### config.mk
export PLATFORM = sky130hd
export DESIGN_NAME = freq_learn
export DESIGN_NICKNAME = d
export VERILOG_FILES = /design/src/rtl/freq_learn_pkg.sv /design/src/rtl/freq_learn_edge_sync.sv /design/src/rtl/freq_learn.sv
export SDC_FILE = /design/constraint.sdc
export NUM_CORES = 1
export LEC_CHECK = 0
export ABC_AREA = 1
export BUFFER_PORTS_ARGS = -buffer_cell sky130_fd_sc_hd__buf_2
export CAP_MARGIN = 20
export CORE_AREA = 5 5 112 114
export DETAILED_ROUTE_END_ITERATION = 10
export DIE_AREA = 0 0 117 119
export PLACE_DENSITY = 0.91
export REMOVE_ABC_BUFFERS = 1
export SYNTH_ARGS = -nofsm -noshare
export SYNTH_HDL_FRONTEND = slang
export SYNTH_HIERARCHICAL = 1
export SYNTH_SLANG_ARGS = --single-unit
### constraint.sdc
create_clock -name sys_clk -period 4.9 [get_ports sys_clk]
set_input_delay 0.98 -clock sys_clk [delete_from_list [all_inputs] [get_ports sys_clk]]
set_output_delay 0.98 -clock sys_clk [all_outputs]
set_load 0.005 [all_outputs]
### src/rtl/freq_learn_pkg.sv
// -----------------------------------------------------------------------------
// freq_learn_pkg
// Shared definitions for the frequency-learn block:
//   - nominal tone frequencies the learned value snaps to
//   - FSM state encoding (also exported on the top's dbg_state port)
//   - log2 helper used to size the accumulator and the gate counter
//   - tolerance-window test used by the snap logic
// -----------------------------------------------------------------------------
package freq_learn_pkg;

  localparam int F_LO  = 1500;
  localparam int F_MID = 3000;
  localparam int F_HI  = 4500;

  typedef enum logic [2:0] {
    ST_IDLE = 3'd0,
    ST_MEAS = 3'd1,
    ST_ACC  = 3'd2,
    ST_CALC = 3'd3,
    ST_DONE = 3'd4
  } state_t;

  // Smallest r with 2**r >= value (0 for value <= 1).
  function automatic int log2_ceil(input int value);
    int r;
    r = 0;
    for (int i = 0; i < 31; i++) begin
      if ((1 << i) < value) r = i + 1;
    end
    return r;
  endfunction

  // True when v lies within +/- tol of nom (inclusive).
  function automatic logic near_nominal(input logic [15:0] v, input int nom, input int tol);
    int d;
    d = int'(v) - nom;
    if (d < 0) d = -d;
    return (d <= tol);
  endfunction

endpackage

### src/rtl/freq_learn_edge_sync.sv
// -----------------------------------------------------------------------------
// edge_sync
// Brings an asynchronous input into the sys_clk domain through two flops and
// produces a one-cycle registered pulse on each rising edge of the
// synchronised level. Latency from input change to pulse is 3 cycles.
// Ports:
//   sys_clk    in  system clock
//   sys_rst_n  in  asynchronous active-low reset
//   async_in   in  asynchronous level input
//   rise_pulse out one-cycle pulse per rising edge of async_in
// -----------------------------------------------------------------------------
module edge_sync (
  input  logic sys_clk,
  input  logic sys_rst_n,
  input  logic async_in,
  output logic rise_pulse
);

  logic sync_1;
  logic sync_2;
  logic sync_2_d;

  always_ff @(posedge sys_clk or negedge sys_rst_n) begin
    if (!sys_rst_n) begin
      sync_1     <= 1'b0;
      sync_2     <= 1'b0;
      sync_2_d   <= 1'b0;
      rise_pulse <= 1'b0;
    end else begin
      sync_1     <= async_in;
      sync_2     <= sync_1;
      sync_2_d   <= sync_2;
      rise_pulse <= sync_2 & ~sync_2_d;
    end
  end

endmodule

### src/rtl/freq_learn.sv
// -----------------------------------------------------------------------------
// freq_learn
// Counts rising edges of sig_in over N_AVG gate windows of GATE_CYCLES each,
// averages the window counts, snaps the average to the nearest nominal tone
// (1500/3000/4500 Hz) when within TOL, and presents the result.
// Ports:
//   sys_clk     in      system clock
//   sys_rst_n   in      asynchronous active-low reset
//   sig_in      in      comparator output, asynchronous to sys_clk
//   learn_start in      one-cycle start pulse (restarts a learn in progress)
//   freq_out    out[16] learned frequency
//   freq_valid  out     one-cycle pulse in the cycle freq_out updates
//   learn_done  out     level, high from result until the next accepted start
//   busy        out     high while a learn is in progress
//   dbg_state   out[3]  current FSM state (freq_learn_pkg::state_t encoding)
//
// freq_valid is a pure qualifier with no backpressure: the consumer must take
// freq_out in the cycle freq_valid is high; freq_out then holds until the next
// completed learn.
// -----------------------------------------------------------------------------
module freq_learn
  import freq_learn_pkg::*;
#(
  parameter int GATE_CYCLES = 50_000_000,
  parameter int N_AVG       = 4,
  parameter int TOL         = 50
) (
  input  logic        sys_clk,
  input  logic        sys_rst_n,
  input  logic        sig_in,
  input  logic        learn_start,
  output logic [15:0] freq_out,
  output logic        freq_valid,
  output logic        learn_done,
  output logic        busy,
  output logic [2:0]  dbg_state
);

  localparam int AVG_SH   = log2_ceil(N_AVG);
  localparam int ACC_W    = 16 + AVG_SH;
  localparam int GATE_L2  = log2_ceil(GATE_CYCLES);
  localparam int GATE_W   = (GATE_L2 < 1) ? 1 : GATE_L2;
  localparam int WIN_W    = AVG_SH + 1;

  localparam logic [GATE_W-1:0] GATE_LAST = GATE_W'(GATE_CYCLES - 1);
  localparam logic [WIN_W-1:0]  WIN_LAST  = WIN_W'(N_AVG - 1);

  state_t            state;
  logic [GATE_W-1:0] gate_cnt;
  logic [15:0]       edge_cnt;
  logic [ACC_W-1:0]  acc;
  logic [WIN_W-1:0]  win_idx;

  logic              edge_pulse;
  logic [15:0]       avg;
  logic [15:0]       snapped;
  logic              start_ok;

  edge_sync u_edge_sync (
    .sys_clk    (sys_clk),
    .sys_rst_n  (sys_rst_n),
    .async_in   (sig_in),
    .rise_pulse (edge_pulse)
  );

  // Dividing by a power of two: drop the low AVG_SH bits (truncating).
  assign avg = acc[ACC_W-1:AVG_SH];

  always_comb begin
    snapped = avg;
    if (near_nominal(avg, F_LO, TOL))       snapped = 16'(F_LO);
    else if (near_nominal(avg, F_MID, TOL)) snapped = 16'(F_MID);
    else if (near_nominal(avg, F_HI, TOL))  snapped = 16'(F_HI);
  end

  // A start is honoured everywhere except in DONE, where the result is being
  // presented for its single cycle.
  assign start_ok = learn_start && (state != ST_DONE);

  assign dbg_state = state;

  always_ff @(posedge sys_clk or negedge sys_rst_n) begin
    if (!sys_rst_n) begin
      state      <= ST_IDLE;
      gate_cnt   <= '0;
      edge_cnt   <= '0;
      acc        <= '0;
      win_idx    <= '0;
      freq_out   <= '0;
      freq_valid <= 1'b0;
      learn_done <= 1'b0;
      busy       <= 1'b0;
    end else begin
      freq_valid <= 1'b0;
      if (start_ok) begin
        // Fresh start or abort-and-restart: freq_out keeps the last result.
        state      <= ST_MEAS;
        gate_cnt   <= '0;
        edge_cnt   <= '0;
        acc        <= '0;
        win_idx    <= '0;
        learn_done <= 1'b0;
        busy       <= 1'b1;
      end else begin
        case (state)
          ST_IDLE: begin
            state <= ST_IDLE;
          end
          ST_MEAS: begin
            // Edge on the final gate cycle is still counted.
            if (edge_pulse && (edge_cnt != 16'hFFFF)) edge_cnt <= edge_cnt + 16'd1;
            if (gate_cnt == GATE_LAST) state <= ST_ACC;
            else                       gate_cnt <= gate_cnt + GATE_W'(1);
          end
          ST_ACC: begin
            // Edges seen during this cycle are dropped, not carried over.
            acc     <= acc + ACC_W'(edge_cnt);
            win_idx <= win_idx + WIN_W'(1);
            if (win_idx == WIN_LAST) begin
              state <= ST_CALC;
            end else begin
              state    <= ST_MEAS;
              gate_cnt <= '0;
              edge_cnt <= '0;
            end
          end
          ST_CALC: begin
            freq_out   <= snapped;
            freq_valid <= 1'b1;
            learn_done <= 1'b1;
            busy       <= 1'b0;
            state      <= ST_DONE;
          end
          ST_DONE: begin
            state <= ST_IDLE;
          end
          default: begin
            state <= ST_IDLE;
          end
        endcase
      end
    end
  end

endmodule
Word-level counts from Yosys, hierarchy flattened
Index checks and enable logic that the tools add are counted.
{"block": "op_classes", "order_cmp": 6, "eq_ne": 11, "add_sub_neg": 10, "bitwise": 3, "n_mux": 31, "reduce_logical": 8}
{"operator": "$mux W32", "count": 6}
{"operator": "$le A32 B7 Y1 const B", "count": 3}
{"operator": "$mux W16", "count": 6}
{"operator": "$neg A17 Y32", "count": 3}
{"operator": "$mux W26", "count": 3}
{"operator": "$pmux W26 S2", "count": 1}
{"operator": "$lt A17 B1 Y1 const B", "count": 3}
{"operator": "$mux W18", "count": 2}
{"operator": "$pmux W16 S2", "count": 1}
{"operator": "$add A26 B1 Y26 const B", "count": 1}
{"operator": "$eq A26 B26 Y1 const B", "count": 1}
{"operator": "$add A18 B16 Y18", "count": 1}
{"operator": "$sub A16 B11 Y17 const B", "count": 1}
{"operator": "$sub A16 B12 Y17 const B", "count": 1}
{"operator": "$sub A16 B13 Y17 const B", "count": 1}
{"operator": "$add A16 B1 Y16 const B", "count": 1}
{"operator": "$ne A16 B16 Y1 const B", "count": 1}
{"operator": "$ne A3 B3 Y1 const B", "count": 5}
{"operator": "$mux W3", "count": 4}
{"operator": "$eq A3 B2 Y1 const B", "count": 3}
{"operator": "$pmux W3 S3", "count": 1}
{"operator": "$mux W1", "count": 6}
{"operator": "$reduce_and A3 Y1", "count": 2}
{"operator": "$reduce_bool A2 Y1", "count": 2}
{"operator": "8 further kinds", "count": 10}
{"block": "totals", "register_bits": 89, "output_inout_bits": 22, "inputBits": 4, "word_cells": 82}

Longest topological paths before layout
Gate-level depths: netlist of the first run.
{"block": "depth", "word_depth": 12, "ltp_mapped": 22, "depth_no_buf": 21}

Modules after synthesis
The synthesis of the first run kept the hierarchy.
{"mod": "freq_learn", "area_per_inst_um2": 7174.4, "cells_per_inst": 1063, "seq_area_each_um2": 2127.0, "instances": 1}
{"mod": "edge_sync", "area_per_inst_um2": 110.1, "cells_per_inst": 6, "seq_area_each_um2": 100.1, "instances": 1}

Least setup slack after synthesis of the first run
Ideal clock, no wire load.
{"block": "synth_path", "kind": "input to register", "startpoint": "input learn_start", "endpoint": "register gate_cnt[12]", "arrival_time_ns": 2.228, "slack_ns": 2.550, "required_time_ns": 4.779, "setup_time_ns": 0.121, "cell_stages": 15, "path_cell_list": "inv_2 -> a31oi_4 -> inv_2 -> nand3_1 -> o21ai_2 -> inv_2 -> nand2_4 -> inv_2 -> nand2_1 -> nor2_1 -> inv_2 -> nor2_2 -> inv_1 -> nor3_1 -> nor2_1"}
{"block": "synth_via", "elab_chain_len": 3, "elab_cells_between_ends": 6}
{"element": "from (decl)", "line": "freq_learn.sv:31", "source": "input logic learn_start,"}
{"element": "$logic_and A1 B1 Y1 *", "line": "freq_learn.sv:78", "source": "assign start_ok = learn_start && (state != ST_DONE);"}
{"element": "$ne A3 B3 Y1 (no line) / $reduce_bool A3 Y1 (equally long branches)"}
{"element": "$reduce_and A3 Y1 (no line)"}
{"element": "to (signal assigned)", "line": "freq_learn.sv:113", "source": "else gate_cnt <= gate_cnt + GATE_W'(1);"}
{"element": "to (decl)", "line": "freq_learn.sv:49", "source": "logic [GATE_W-1:0] gate_cnt;"}
Every way passes the cells marked *; elsewhere a longest branch is shown, timed or not.
A chain may end at the register's enable or synchronous reset.

Final worst setup path of the first run
Same ends and word-level chain as after synthesis.

==> impl_results.md, run 1 <==
* Cell Area, Placed at 7420 um^2
* Die W at 117 um
* Share of cells above drive strength 1 at 11.9%
* Area Overhead vs Synth at 5.87%
* Port Buffer Count at 25
* Row count at 39
* PwrDens at 194 nW/um^2
* GR Util All Layers at 28.8%
* Most used cell, CP: inv_2
* CTS Buf Count at 9
* Cell variety after synth at 49
* Worst-skew pair later-pin latency at 0.35 ns
* Worst path cell trace: buf_2 > inv_2 > a31oi_4 > nor2_2 > inv_2 > o21ai_2 > inv_2 > nand2_4 > inv_2 > nand2_1 > nor2_1 > inv_2 > nor2_2 > inv_1 > nor3_1 > nor2_1
* Mapped Cells at 1,069
* Number of synthesized register bits at 89
* Remaining DRCs at 0
* Die area at 13,900 um^2
* Hold-fix buffers at CTS at 0
* Slew headroom at 44.4%
* Most common cell in the netlist: nand2_1
* Met2 wire length at 9260 um
* CP startpoint kind: input port
* Post-DRT Antenna Nets at 0
* Max Freq at 0.293 GHz
* Arrival time worst endpoint at 3.65 ns
* Layout Nets at 1,117
* CTS Root Cell: clkbuf_16
* Core area at 11,300 um^2
* Pin count of the biggest net entering global routing at 50
* VDD IR-drop max at 0.294 mV
* Total number of vias at 7,418
* Vias in the first global route at 6,921
* Top post-synthesis cells by count: nand2_1 (299), nor2_1 (110), inv_1 (107)
* CP required at 5.14 ns
* First-pass GRT wire length at 32,700 um
* # Max-Cap Violations at 0
* Met1 Routed Length at 7960 um
* Starting Density at 64.3%
* Tot Pwr at 0.00150 W
* Post-detailed-placement half-perimeter wirelength at 14,300 um
* Sink Count at 89
* Met3 wire length at 1510 um
* Resized cells post-CTS at 0
* Slowest cell delay on critical path at 0.55 ns
* Final Max Slew Viols at 0
* Setup Fix Bufs, Post-CTS at 0
* Crit end category: flop
* Seq/Total Area, Yosys at 30.6%
* Die Ht at 119 um
* Worst setup path category: input port to flop
* Top sig layer: met4
* EDFF count, synth at 0
* Final instance area at 7710 um^2
* Routed WL per cell at 15.7 um
* Yosys top cell area share at 30.6%
* Setup violators final at 0
* Leading area contributor after synthesis: dfrtp_1
* Fin crit share at 69.6%
* Starting DRT DRC Count at 881
* 1st-pass router iterations at 6
* WL final at 19,300 um
* # IOs at 26
* Final Util at 68.1%
* Hold Crit Class: flop to flop
* CP Max Fanout at 21
* Final hold violation count at 0
* Gp weighted congestion at 0.973
* WP buf/inv at 7
* Gr ovfl total at 0
* Most area-consuming cells after synthesis: dfrtp_1 (31%), nand2_1 (15%), nor2_1 (5.7%)
* Clock transition at path regs at 0.06 ns
* Post-Syn Area at 7280 um^2
* Top cell family by delay on the critical path: simple AND/OR/NAND/NOR gates
* H-Tree Depth at 3
* Antenna cells at 0
* Setup TNS at 0 ns
* Worst-Margin Slew at 0.827 ns
* Mean Syn Cell Area at 6.81 um^2
* Tmin final at 3.41 ns
* Leakage Power at 3.91 nW
* DR vias/cell at 6.03
* Yosys warning count at 6
* Clk buf depth at 2
* Antenna violations before repair at 0
* CTS tree: built
* Post-synthesis async set-or-reset flop share at 100%
* RSZ-0062 raised after global routing: no
* Outcome: complete, no violations
* Final Skew at 0.00784 ns
* Slowest cell on the critical path: a31oi_4
* Ys flop type: dfrtp_1
-- routing by layer --
metal	up-vias	GRT usage, %
li1	3547	-
met5	-	0
met3	61	4.06
met2	372	46.9
met1	3438	38.5
met4	0	11.4
-- path summary, 6_finish.rpt --
path,start,to,slack (ns),cells after the start
min in group asynchronous,sys_rst_n,gate_cnt[22],0.60,1
worst max-delay path,learn_start,gate_cnt[12],1.49,16
worst min-delay path,u_edge_sync/sync_1,u_edge_sync/sync_2,0.36,0
worst max register to register,dbg_state[1],gate_cnt[12],1.78,15
max in group asynchronous,sys_rst_n,freq_out[14],3.31,2
worst min register to register,u_edge_sync/sync_1,u_edge_sync/sync_2,0.36,0
-- cell type report --
| cell class | instances | area, um^2 |
|---|---|---|
| clock buffers | 10 | 239 |
| repair buffers | 27 | 143 |
| multi-input cells | 823 | 4360 |
| well taps | 143 | 179 |
| inverters | 132 | 514 |
| clock inverters | 6 | 50.0 |
| flip-flops and latches | 89 | 2230 |
| fillers | 967 | 3610 |
-- worst register-to-register path, cell delays in order (launching register included) --
cell,delay [ns]
dfrtp_1,0.41
inv_1,0.12
a31oi_4,0.59
nor2_2,0.28
inv_2,0.29
o21ai_2,0.11
inv_2,0.08
nand2_4,0.13
inv_2,0.25
nand2_1,0.12
nor2_1,0.18
inv_2,0.06
nor2_2,0.12
inv_1,0.07
nor3_1,0.13
nor2_1,0.06
-- sequential cells by signal, indices dropped and copies added, names as in the netlist --
name                    cells
u_edge_sync/sync_1          1
edge_cnt                   16
learn_done                  1
u_edge_sync/sync_2          1
gate_cnt                   26
freq_valid                  1
busy                        1
u_edge_sync/rise_pulse      1
freq_out                   16
acc                        18
dbg_state                   3
win_idx                     3
u_edge_sync/sync_2_d        1
-- stage by stage --
step	cells	hold WS [ns]	worst slack [ns]
floorplan	1044	0.331	1.96
global placement	1214	0.348	1.36
detailed placement	1214	0.338	1.24
CTS	1230	0.362	1.58
global route	1230	0.394	1.31
finish	1230	0.360	1.49
-- cells by family (layout without fill, tap and decap cells) --
kind of cell | after synthesis | after routing | share of synthesized area, %
XOR/XNOR | 39 | 39 | 4.69
AO/OA/AOI/OAI | 133 | 133 | 11.5
buffers and inverters | 157 | 175 | 9.57
flip-flops | 89 | 89 | 30.6
adder cells (fa/ha/maj) | 31 | 31 | 5.43
AND/OR/NAND/NOR | 620 | 620 | 38.2
-- layout by cell type (no fill, tap or decap), drive strengths merged, types with 30 or more instances in the layout --
cell type	n
inv	133
nor2	130
nand2	322
ha	30
o21ai	47
nor3	33
dfrtp	89
nand4	35
xor2	33
nand3	85
a21oi	43
-- where the power goes --
group	total, W	internal [W]	switching [W]
Combinational	0.0000713	0.0000184	0.0000529
Clock	0.000669	0.000363	0.000306
Sequential	0.000756	0.000747	0.00000907
Note: power is estimated with default switching activity, not from simulation.
==> run 2: changes to the inputs <==
- CORE_AREA: 5 5 112 114 -> 5 5 113 115
- DIE_AREA: 0 0 117 119 -> 0 0 118 120
- PLACE_DENSITY: 0.91 -> 0.9
- clock period: 4.9 -> 3.2 ns (I/O delays scaled with it)
==> impl_results.md, run 2 (synthesis results as in run 1) <==
* Outcome: complete, no violations
* WL final at 19,100 um
* Antenna violations before repair at 0
* Max Freq at 0.347 GHz
* VDD IR-drop max at 0.379 mV
* Antenna cells at 0
* H-Tree Depth at 3
* Crit end category: flop
* Leakage Power at 4.00 nW
* Die area at 14,200 um^2
* Combinational Power Share at 4.7%
* Clock transition at path regs at 0.07 ns
* Most common cell after layout, fill and taps aside: nand2_1
* Hold Crit Class: input port to asynchronous set/reset pin
* Reg2Reg Setup Slack at 0.31 ns
* First-pass GRT wire length at 31,600 um
* Total number of vias at 7,359
* Final Skew at 0.00577 ns
* Starting DRT DRC Count at 804
* Die Ht at 120 um
* Cell Area, Placed at 7500 um^2
* GR Util All Layers at 26.8%
* Pin count of the biggest net entering global routing at 90
* Sw Share at 21.8%
* Regs by FF count: gate_cnt x26, acc x18
* Routed WL per cell at 15.3 um
* Sink Count at 89
* Most frequent cells in the layout: nand2_1 (299), nor2_1 (110), inv_1 (107)
* Cells after DPL at 1,228
* Post-detailed-placement half-perimeter wirelength at 13,900 um
* FF-to-FF path depth at 16
* CTS tree: built
* Gr ovfl total at 0
* Die W at 118 um
* Post-DRT Antenna Nets at 0
* Setup Fix Bufs, Post-CTS at 0
* Hold-fix buffers at CTS at 0
* Vias in the first global route at 6,812
* CTS Root Cell: clkbuf_16
* R2r startpoint: acc[5]
* CP required at 3.43 ns
* Share of cells above drive strength 1 at 12.8%
* Slew headroom at 60.5%
* Worst-Margin Slew at 0.593 ns
* Final Util at 67.2%
* Worst setup path category: flop to flop
* Core area at 11,700 um^2
* Layout Nets at 1,128
* FF-to-FF End: freq_out[1]
* 1st-pass router iterations at 8
* CP startpoint kind: flop
* PwrDens at 315 nW/um^2
* RSZ-0062 raised after global routing: no
* Arrival time worst endpoint at 3.12 ns
* Part of the power in registers at 46.6%
* Clk buf depth at 2
* Final instance area at 7880 um^2
* # IOs at 26
* P_sw at 0.000541 W
* CTS Buf Count at 9
* Area Overhead vs Synth at 8.11%
* Port Buffer Count at 25
* Cell internal pwr at 0.00194 W
* Clock power share at 48.7%
* Tmin final at 2.89 ns
* Setup TNS at 0 ns
* Final Max Slew Viols at 0
* Final hold slack at 0.258 ns
* # Max-Cap Violations at 0
* Final hold violation count at 0
* Setup violators final at 0
* Resized cells post-CTS at 0
* Largest Register: gate_cnt
* Fin crit share at 90.2%
* CP Max Fanout at 13
* Largest register FFs at 26
* Starting Density at 62.2%
* Remaining DRCs at 0
* Final std cells w/o fill at 1,245
* Worst-skew pair later-pin latency at 0.35 ns
* Row count at 40
* DR vias/cell at 5.91
* Gp weighted congestion at 0.968
-- run 2: changes by cell type in the layout (fill, tap and decap cells not counted), sizes merged --
cell and change:
buf +11, bufinv +3, clkbuf -1, inv -2
-- run 2: critical path, cell delays in order, from the launching register on --
cell and delay (ns):
dfrtp_1 0.65, inv_1 0.19, ha_1 0.25, nand2_2 0.09
nand3_1 0.18, nand2_1 0.14, nand2_1 0.06, nand2_1 0.14
nand2_1 0.09, o21ai_1 0.17, nor2_1 0.07, nor2_2 0.12
nand4_1 0.12, nor2_2 0.28, nor2_1 0.10, nand2_1 0.08
nand2_1 0.06
-- run 2: worst max-delay path by stage --
stage | startpoint | end | cells past startpoint
after floorplan | dbg_state[2] | gate_cnt[12] | 14
after global routing | acc[5] | freq_out[5] | 18
final | acc[5] | freq_out[1] | 16
after global placement | acc[5] | freq_out[1] | 18
after detailed placement | acc[5] | freq_out[1] | 16
after CTS | acc[5] | freq_out[1] | 16
-- run 2: cell type report --
class                      count  area (um^2)
multi-input combinational    823         4360
fill                         964         3840
sequential                    89         2230
inverter                     132          514
timing repair buffer          38          245
clock buffer                   9          225
tap                          147          184
clock inverter                 7          119
-- run 2: metal layers --
layer / track usage (%) / wire, um
met1: 35.0 / 7810
met2: 44.9 / 9120
met3: 3.16 / 1450
met4: 11.9 / 689
met5: 0 / 0
-- run 2: per-stage QoR --
step                      setup WS [ns]  total power (W)
final                             0.315          0.00248
after detailed placement          0.413          0.00129
after global placement            0.467          0.00128
after global routing            0.00750          0.00256
after floorplan                   0.361          0.00123
after CTS                         0.377          0.00249
-- run 2: power by group through the flow --
| stage | Clock (W) | Combinational [W] | Sequential (W) |
|---|---|---|---|
| 6_report | 0.00121 | 0.000116 | 0.00116 |
| 5_1_grt | 0.00127 | 0.000133 | 0.00116 |
| 4_1_cts | 0.00122 | 0.000112 | 0.00116 |
| 3_5_place_dp | 0 | 0.000110 | 0.00118 |
| 3_3_place_gp | 0 | 0.000108 | 0.00118 |
| 2_1_floorplan | 0 | 0.0000552 | 0.00118 |
==> run 3: changes to the inputs <==
- CORE_AREA: 5 5 113 115 -> 5 5 120 122
- DIE_AREA: 0 0 118 120 -> 0 0 125 127
- PLACE_DENSITY: 0.9 -> 0.85
- clock period: 3.2 -> 2.4 ns (I/O delays scaled with it)
==> impl_results.md, run 3 (synthesis results as in run 1) <==
* Outcome: finished with violations
* Failing checks: setup timing
* Arrival time worst endpoint at 2.75 ns
* CP Max Fanout at 5
* Clock transition at path regs at 0.07 ns
* RSZ-0062 raised after global routing: yes
* DR vias/cell at 5.75
* Pin count of the biggest net entering global routing at 56
* Layout Nets at 1,221
* Post-detailed-placement half-perimeter wirelength at 15,500 um
* CTS tree: built
* Leakage Power at 4.56 nW
* Largest register FFs at 26
* FF-to-FF End: freq_out[9]
* Area Overhead vs Synth at 22.1%
* Worst-Margin Slew at 0.462 ns
* Setup TNS at -0.620 ns
* H-Tree Depth at 3
* Tmin final at 2.52 ns
* CP required at 2.63 ns
* Most frequent cells in the layout: nand2_1 (289), inv_1 (102), buf_4 (101)
* Gr ovfl total at 0
* Antenna violations before repair at 0
* Final hold slack at 0.0804 ns
* Core area at 13,100 um^2
* Sink Count at 89
* Setup violators final at 10
* Row count at 42
* GR Util All Layers at 25.8%
* Starting DRT DRC Count at 900
* Hold-fix buffers at CTS at 0
* R2r startpoint: acc[5]
* Routed WL per cell at 16.0 um
* # IOs at 26
* Max Freq at 0.397 GHz
* Post-route setup slack at -0.118 ns
* CP startpoint kind: flop
* Die Ht at 127 um
* # Max-Cap Violations at 0
* Gp weighted congestion at 0.927
* Final hold violation count at 0
* Final Skew at 0.0120 ns
* Vias in the first global route at 7,340
* Die W at 125 um
* Fill cells at 1,007
* Port Buffer Count at 25
* Clk buf depth at 2
* Starting Density at 55.7%
* Die area at 15,900 um^2
* Pre-CTS WS at -0.152 ns
* Tot Pwr at 0.00327 W
* Share of cells above drive strength 1 at 24.5%
* CTS Buf Count at 9
* Post-DRT Antenna Nets at 0
* 1st-pass router iterations at 5
* CTS Root Cell: clkbuf_16
* Crit end category: flop
* FF-to-FF path depth at 18
* Worst setup path category: flop to flop
* Total number of vias at 7,863
* PwrDens at 367 nW/um^2
* WL final at 21,900 um
* Reg2Reg Setup Slack at -0.12 ns
* Worst-skew pair later-pin latency at 0.35 ns
* Slew headroom at 69.0%
* VDD IR-drop max at 0.485 mV
* Final Max Slew Viols at 0
* Fin crit share at 105%
* Largest Register: gate_cnt
* Most common cell after layout, fill and taps aside: nand2_1
* First-pass GRT wire length at 34,100 um
* Antenna cells at 0
* Regs by FF count: gate_cnt x26, acc x18
* Remaining DRCs at 0
* Hold Crit Class: input port to asynchronous set/reset pin
## run 3: worst max-delay path, stage by stage, from the launching register on
cell     delay [ns]
dfrtp_1        0.45
inv_2          0.11
ha_4           0.17
inv_2          0.06
nand2_4        0.07
nand3_4        0.13
nand2_4        0.08
buf_4          0.14
nand3_1        0.07
xor2_1         0.28
nand3_1        0.11
nand2_1        0.09
nand3_1        0.07
nor2_1         0.13
nand2_2        0.13
nand2_1        0.10
nand2_1        0.05
nand2_1        0.08
nand2_1        0.06
## run 3: worst max-delay path by stage
stage                 startpoint            to  slack (ns)
finish                    acc[5]   freq_out[9]       -0.12
global route              acc[5]   freq_out[9]       -0.26
CTS                       acc[2]   freq_out[0]       0.003
detailed placement        acc[5]   freq_out[0]       -0.15
global placement          acc[6]   freq_out[1]       -0.12
floorplan           dbg_state[2]  gate_cnt[12]       -0.44
## run 3: final cells by class
class	instances	area, um^2	area share [%]
Clock inverter	5	77.6	0.872
Sequential cell	89	2230	25.1
Clock buffer	11	253	2.84
Tap cell	176	220	2.48
Multi-Input combinational cell	824	4630	52.0
Timing Repair Buffer	130	961	10.8
Inverter	132	524	5.89
## run 3: where the power goes
| part | switching, W | internal (W) | leakage [nW] | total, W |
|---|---|---|---|---|
| Sequential | 0.0000178 | 0.00152 | 1.19 | 0.00154 |
| Combinational | 0.000121 | 0.0000588 | 3.21 | 0.000180 |
| Clock | 0.000579 | 0.000965 | 0.162 | 0.00154 |
## run 3: what timing repair did
item	in CTS	in global routing
setup buffers	3	18
cloned	1	0
endpoints found under the setup margin	12	30
pin swaps	4	32
resized for setup	19	66
## run 3: stage by stage
stage | cells | utilization, % | instance area, um^2
after floorplan | 1044 | - | 7100
after global placement | 1329 | 62.0 | 8120
after detailed placement | 1329 | 62.0 | 8120
after CTS | 1349 | 65.3 | 8540
after global routing | 1367 | 68.0 | 8900
final | 1367 | 68.0 | 8900
## run 3: layer usage
| layer | up-vias | share of wire (%) | global-route usage, % |
|---|---|---|---|
| met2 | 416 | 48 | 44.2 |
| li1 | 3764 | - | - |
| met1 | 3574 | 39 | 32.3 |
| met3 | 109 | 8.2 | 4.13 |
| met5 | - | 0 | 0 |
| met4 | 0 | 5.3 | 11.2 |
